===== src/rtl/nonce_transmit_pkg.sv =====
// Shared definitions for the nonce return path: FSM states, UART frame
// geometry and the MSB-first byte selector used by the top level.
package nonce_transmit_pkg;

    typedef enum logic [1:0] {
        ST_IDLE = 2'd0,
        ST_LOAD = 2'd1,
        ST_SEND = 2'd2,
        ST_GAP  = 2'd3
    } tx_state_e;

    localparam int unsigned DATA_BITS       = 8;
    localparam int unsigned START_BITS      = 1;
    localparam int unsigned STOP_BITS       = 1;
    localparam int unsigned FRAME_BITS      = START_BITS + DATA_BITS + STOP_BITS;
    localparam int unsigned BYTES_PER_NONCE = 4;
    localparam int unsigned NONCE_BITS      = DATA_BITS * BYTES_PER_NONCE;
    localparam int unsigned IDX_W           = $clog2(BYTES_PER_NONCE);

    // Byte 0 is the most significant byte so the host's shift-left
    // assembly rebuilds the original word.
    function automatic logic [DATA_BITS-1:0] nonce_byte(
        input logic [NONCE_BITS-1:0] word,
        input logic [IDX_W-1:0]      idx
    );
        logic [DATA_BITS-1:0] sel;
        case (idx)
            2'd0:    sel = word[31:24];
            2'd1:    sel = word[23:16];
            2'd2:    sel = word[15:8];
            default: sel = word[7:0];
        endcase
        return sel;
    endfunction

endpackage


===== src/rtl/nonce_transmit_uart.sv =====
// 8N1 UART transmitter: BIT-cycle baud counter and a 10-bit frame shift
// register. tx_ready is high during the final cycle of the stop bit so a
// controller can react on the edge where the stop bit completes.
module uart_transmitter
    import nonce_transmit_pkg::*;
#(
    parameter int unsigned comm_clk_frequency = 100000000,
    parameter int unsigned baud_rate          = 115200
) (
    input  logic                 clk,
    input  logic                 reset,
    input  logic                 tx_new_byte,
    input  logic [DATA_BITS-1:0] tx_byte,
    output logic                 uart_tx,
    output logic                 tx_ready
);

    localparam int unsigned BIT    = comm_clk_frequency / baud_rate;
    localparam int unsigned CNT_W  = (BIT > 1) ? $clog2(BIT) : 1;
    localparam int unsigned BITS_W = $clog2(FRAME_BITS);

    localparam logic [CNT_W-1:0]  BAUD_LAST = CNT_W'(BIT - 1);
    localparam logic [BITS_W-1:0] BIT_LAST  = BITS_W'(FRAME_BITS - 1);

    logic                  active_q, active_d;
    logic [CNT_W-1:0]      baud_q, baud_d;
    logic [BITS_W-1:0]     bit_q, bit_d;
    logic [FRAME_BITS-1:0] shreg_q, shreg_d;
    logic                  bit_done;

    // The line is driven straight from the shift register LSB, which is
    // filled with ones so it idles high between frames.
    assign uart_tx  = shreg_q[0];
    assign bit_done = active_q && (baud_q == BAUD_LAST);
    assign tx_ready = bit_done && (bit_q == BIT_LAST);

    // Next-state: load a new frame, or advance the baud/bit counters.
    always_comb begin
        active_d = active_q;
        baud_d   = baud_q;
        bit_d    = bit_q;
        shreg_d  = shreg_q;
        if (tx_new_byte) begin
            active_d = 1'b1;
            baud_d   = '0;
            bit_d    = '0;
            shreg_d  = {{STOP_BITS{1'b1}}, tx_byte, 1'b0};
        end else if (active_q) begin
            if (bit_done) begin
                baud_d  = '0;
                shreg_d = {1'b1, shreg_q[FRAME_BITS-1:1]};
                if (bit_q == BIT_LAST) begin
                    active_d = 1'b0;
                    bit_d    = '0;
                end else begin
                    bit_d = bit_q + 1'b1;
                end
            end else begin
                baud_d = baud_q + 1'b1;
            end
        end
    end

    // State registers with synchronous reset to an idle-high line.
    always_ff @(posedge clk) begin
        if (reset) begin
            active_q <= 1'b0;
            baud_q   <= '0;
            bit_q    <= '0;
            shreg_q  <= '1;
        end else begin
            active_q <= active_d;
            baud_q   <= baud_d;
            bit_q    <= bit_d;
            shreg_q  <= shreg_d;
        end
    end

endmodule


===== src/rtl/nonce_transmit.sv =====
// Returns found nonces to the host as four UART bytes, MSB first. One
// pending slot absorbs a second find while a word is on the line; further
// finds are dropped and flagged by the sticky overflow output.
module nonce_transmit
    import nonce_transmit_pkg::*;
#(
    parameter int unsigned comm_clk_frequency = 100000000,
    parameter int unsigned baud_rate          = 115200
) (
    input  logic                  clk,
    input  logic                  reset,
    input  logic [NONCE_BITS-1:0] nonce,
    input  logic                  new_nonce,
    output logic                  TxD,
    output logic                  busy,
    output logic                  overflow
);

    tx_state_e             state_q;
    logic [NONCE_BITS-1:0] active_q;
    logic [NONCE_BITS-1:0] pend_q;
    logic                  pend_valid_q;
    logic [IDX_W-1:0]      byte_idx_q;
    logic                  tx_new_byte_q;
    logic                  overflow_q;

    logic                  tx_ready;
    logic [DATA_BITS-1:0]  tx_byte;
    logic                  last_byte;
    logic                  word_handoff;

    assign last_byte    = (byte_idx_q == IDX_W'(BYTES_PER_NONCE - 1));
    assign word_handoff = (state_q == ST_GAP) && last_byte;
    assign tx_byte      = nonce_byte(active_q, byte_idx_q);
    assign busy         = (state_q != ST_IDLE) || pend_valid_q;
    assign overflow     = overflow_q;

    uart_transmitter #(
        .comm_clk_frequency(comm_clk_frequency),
        .baud_rate         (baud_rate)
    ) u_uart (
        .clk        (clk),
        .reset      (reset),
        .tx_new_byte(tx_new_byte_q),
        .tx_byte    (tx_byte),
        .uart_tx    (TxD),
        .tx_ready   (tx_ready)
    );

    // Word sequencer, pending slot and overflow flag. tx_new_byte is set on
    // the edge entering LOAD so the UART loads on the edge leaving LOAD,
    // giving exactly one GAP and one LOAD cycle between stop and start bits.
    always_ff @(posedge clk) begin
        if (reset) begin
            state_q       <= ST_IDLE;
            active_q      <= '0;
            pend_q        <= '0;
            pend_valid_q  <= 1'b0;
            byte_idx_q    <= '0;
            tx_new_byte_q <= 1'b0;
            overflow_q    <= 1'b0;
        end else begin
            tx_new_byte_q <= 1'b0;
            case (state_q)
                ST_IDLE: begin
                    if (new_nonce) begin
                        active_q      <= nonce;
                        byte_idx_q    <= '0;
                        tx_new_byte_q <= 1'b1;
                        state_q       <= ST_LOAD;
                    end
                end
                ST_LOAD: begin
                    state_q <= ST_SEND;
                end
                ST_SEND: begin
                    if (tx_ready) begin
                        state_q <= ST_GAP;
                    end
                end
                ST_GAP: begin
                    tx_new_byte_q <= 1'b1;
                    state_q       <= ST_LOAD;
                    if (!last_byte) begin
                        byte_idx_q <= byte_idx_q + 1'b1;
                    end else begin
                        byte_idx_q <= '0;
                        if (pend_valid_q) begin
                            // Pending word launches; a strobe here refills the freed slot.
                            active_q     <= pend_q;
                            pend_valid_q <= new_nonce;
                            if (new_nonce) begin
                                pend_q <= nonce;
                            end
                        end else if (new_nonce) begin
                            active_q <= nonce;
                        end else begin
                            tx_new_byte_q <= 1'b0;
                            state_q       <= ST_IDLE;
                        end
                    end
                end
                default: begin
                    state_q <= ST_IDLE;
                end
            endcase

            // Strobes arriving mid-word fill the pending slot or are dropped.
            if (new_nonce && (state_q != ST_IDLE) && !word_handoff) begin
                if (!pend_valid_q) begin
                    pend_q       <= nonce;
                    pend_valid_q <= 1'b1;
                end else begin
                    overflow_q <= 1'b1;
                end
            end
        end
    end

endmodule


===== config.mk =====
export PLATFORM = sky130hd
export DESIGN_NAME = nonce_transmit
export DESIGN_NICKNAME = d
export VERILOG_FILES = /design/src/rtl/nonce_transmit_pkg.sv /design/src/rtl/nonce_transmit_uart.sv /design/src/rtl/nonce_transmit.sv
export SDC_FILE = /design/constraint.sdc
export NUM_CORES = 1
export LEC_CHECK = 0
export BUFFER_PORTS_ARGS = -buffer_cell sky130_fd_sc_hd__buf_2
export CAP_MARGIN = 20
export CORE_MARGIN = 8
export CORE_UTILIZATION = 54
export DETAILED_ROUTE_END_ITERATION = 10
export GPL_ROUTABILITY_DRIVEN = 0
export PLACE_DENSITY = 0.73
export SLEW_MARGIN = 5
export SYNTH_ARGS = -nofsm -noshare
export SYNTH_HDL_FRONTEND = slang
export SYNTH_HIERARCHICAL = 1
export SYNTH_SLANG_ARGS = --single-unit

===== constraint.sdc =====
create_clock -name clk -period 1.75 [get_ports clk]
set_input_delay 0.0875 -clock clk [delete_from_list [all_inputs] [get_ports clk]]
set_output_delay 0.0875 -clock clk [all_outputs]
set_load 0.01 [all_outputs]

==> results.toml <==
[timing]
timing.fmax_mhz = 568
tightestPinTransition_ns = 0.432
worst_slack_ns = -0.00957
setup_viol = 1
hold_viol_final = 0
rsz0062_at_grt = "true"
clock_skew_ns = 0.0151
timing.final.crit_share = 1.01
drv_slew = 0
slew_headroom = 0.711
post-route-min-period_ns = 1.76

[setup_path]
max_stage_delay_ns = 0.34
reg2reg_slack_ns = -0.01
arrival_ns = 2.06
critPathMaxFanout = 9
start_kind = "flip-flop"
path_cells = "inv_1, ha_2, a211o_1, a21boi_4, buf_4, clkbuf_16, mux2i_1"
reg2regPathDepth = 7
cp-end-kind = "flip-flop"
cpMaxStageDelayCell = "dfxtp_2"
critPathKind = "reg -> reg"
required_ns = 2.05

[logic_synthesis]
synth_top_area_frac = 0.390
yosys_warnings = 6
ys_seq_area_frac = 0.390
synth_most_common_cell = "dfxtp_1"
syn_nets = 581
ys_ff_latch = 95
yosys-top-cells-area = "dfxtp_1 (39%), nand2b_1 (9.0%), a311oi_2 (8.9%), mux2i_1 (8.8%), nand2_1 (4.0%)"
async_reset_ff_frac = 0
synth.avg_cell_area_um2 = 9.07
synth_top_flop_cell = "dfxtp_1"
netlist_instances = 537
synth_common_cells = "dfxtp_1 (95), nand2b_1 (70), nand2_1 (52)"
synth_area_um2 = 4870
synth_top_area_cell = "dfxtp_1"
ys_types = 50
synth-edff-count = 0

[global_route]
busiest_layer = "met2"
grt_pass1_vias = 4010
grt_use_total = 0.184
gr-usage-met3 = 0.0390
grt.met2_usage = 0.296
grt_max_degree = 77
grt_pass1_wl_um = 19300
grt_use_met1 = 0.238
grt-ovfl-total = 0
antenna_found_initial = 0

[drt]
drt_iter0_markers = 358
dr_total_vias = 4116
wl_per_cell_um = 16.7
avgViaCountPerCell = 5.83
ant_nets = 0
drc = 0
first_pass_iters = 9
totalWireLength_um = 11800

[clock_network]
cts.sinks = 95
clk_pin_slew_ns = 0.11
clockBufferDepth = 2
clock_latency_ns = 0.37
clockRootBuffer = "clkbuf_8"
htree_num_levels = 3
cts_buffers = 9
cts_tree = "yes"

[finish]
fin_cells = 706
diodes = 0
layout.nets = 637
drive_gt1_frac = 0.209
area_delta_synth_final_pct = 18.7
fin_area_um2 = 5780

[floorplan]
core-area_um2 = 8720
io_pins = 38
rows = 34
die_area_um2 = 12300
die_h_um = 111
dieWidth_um = 111
start_util = 0.559

[placement]
portBuffers = 37
placed_area_um2 = 5210
dp_hpwl_um = 7520
dpl.cell_count = 660

[pwr]
power.density_nw_per_um2 = 1220
ir_drop_mv = 0.585
p_total_w = 0.00706
leakage_nw = 2.17

[hold_path]
min_path_type = "in -> reg"
holdPathStages = 3

[run_status]
violations = "negative setup slack"
status = "finished with violations"

[flow_run]
cap_violations = 0
[final timing paths]
kind | start | end
worst min register to register | pend_q[5] | pend_q[5]
worst max register to register | state_q[0] | pend_q[20]
worst max-delay path | state_q[0] | pend_q[20]
worst min-delay path | nonce[3] | pend_q[3]
[cell type report]
class / instances / area (um2)
Sequential cell: 95 / 1910
Tap cell: 108 / 135
Clock inverter: 6 / 52.6
Clock buffer: 10 / 138
Fill cell: 710 / 2940
Multi-Input combinational cell: 379 / 2690
Timing Repair Buffer: 92 / 796
Inverter: 16 / 60.1
[cell usage in the layout, fill, tap and decap left out, types with 19 or more instances in the layout]
| cell | netlist | routed |
|---|---|---|
| buf_4 | 2 | 19 |
| nor2_1 | 28 | 28 |
| dlygate4sd3_1 | 0 | 26 |
| nor3_1 | 36 | 36 |
| nand3_1 | 33 | 33 |
| buf_2 | 7 | 36 |
| nand2_1 | 52 | 52 |
| mux2i_1 | 43 | 42 |
| dfxtp_1 | 95 | 91 |
| nand2b_1 | 70 | 70 |
| a311oi_2 | 29 | 30 |
[routing by layer]
layer | vias up | part of all wire | wire (um)
li1 | 2013 | - | -
met4 | 0 | 0.011 | 127
met5 | - | 0 | 0
met2 | 116 | 0.48 | 5690
met1 | 1974 | 0.46 | 5390
met3 | 13 | 0.051 | 607
[cells by family (layout without fill, tap and decap cells)]
family / Yosys count / in the layout / synth area share
multiplexers: 43 / 43 / 0.0884
adder cells (fa/ha/maj): 9 / 9 / 0.0231
AO/OA/AOI/OAI: 75 / 75 / 0.161
AND/OR/NAND/NOR: 242 / 242 / 0.257
XOR/XNOR: 10 / 10 / 0.0180
flip-flops: 95 / 95 / 0.390
buffers and inverters: 63 / 124 / 0.0627
[report_power, final]
group | switching [W] | internal [W] | total, W
logic | 0.00140 | 0.00127 | 0.00267
clock network | 0.000829 | 0.000576 | 0.00141
registers | 0.000329 | 0.00266 | 0.00299
total | 0.00256 | 0.00450 | 0.00706
[registers in the layout, summed over array words and instances, names as in the netlist]
signal / cells
active_q: 32
pend_q: 32
u_uart/baud_q: 10
u_uart/shreg_q: 9
u_uart/bit_q: 4
byte_idx_q: 2
state_q: 2
overflow: 1
pend_valid_q: 1
tx_new_byte_q: 1
u_uart/active_q: 1
[critical path: cells and delay by family, from the launching register on]
kind                       cells  cell delay, ns
AOI/OAI and AO/OA              2            0.48
buffers and inverters          3            0.44
DFF                            1            0.34
muxes                          1            0.22
adders and majority gates      1            0.21
[stage by stage]
| step | hold slack (ns) | util | worst slack (ns) | TNS (ns) |
|---|---|---|---|---|
| after floorplan | 0.157 | - | 0.00601 | 0 |
| after global placement | 0.361 | 0.597 | 0.00192 | 0 |
| after detailed placement | 0.370 | 0.597 | -0.0287 | -0.164 |
| after CTS | 0.000270 | 0.650 | 0.0140 | 0 |
| after global routing | 0.00573 | 0.663 | -0.0534 | -0.382 |
| final | 0.0103 | 0.663 | -0.00957 | -0.00957 |
[repair_timing]
item,in CTS,in global routing
hold buffers,26,0
endpoints found under the setup margin,33,71
resized for setup,5,15
pin swaps,0,3
buffers inserted,0,2
hold endpoints to repair,27,0
gates cloned,0,2
Power figures use the tool's default switching activity.
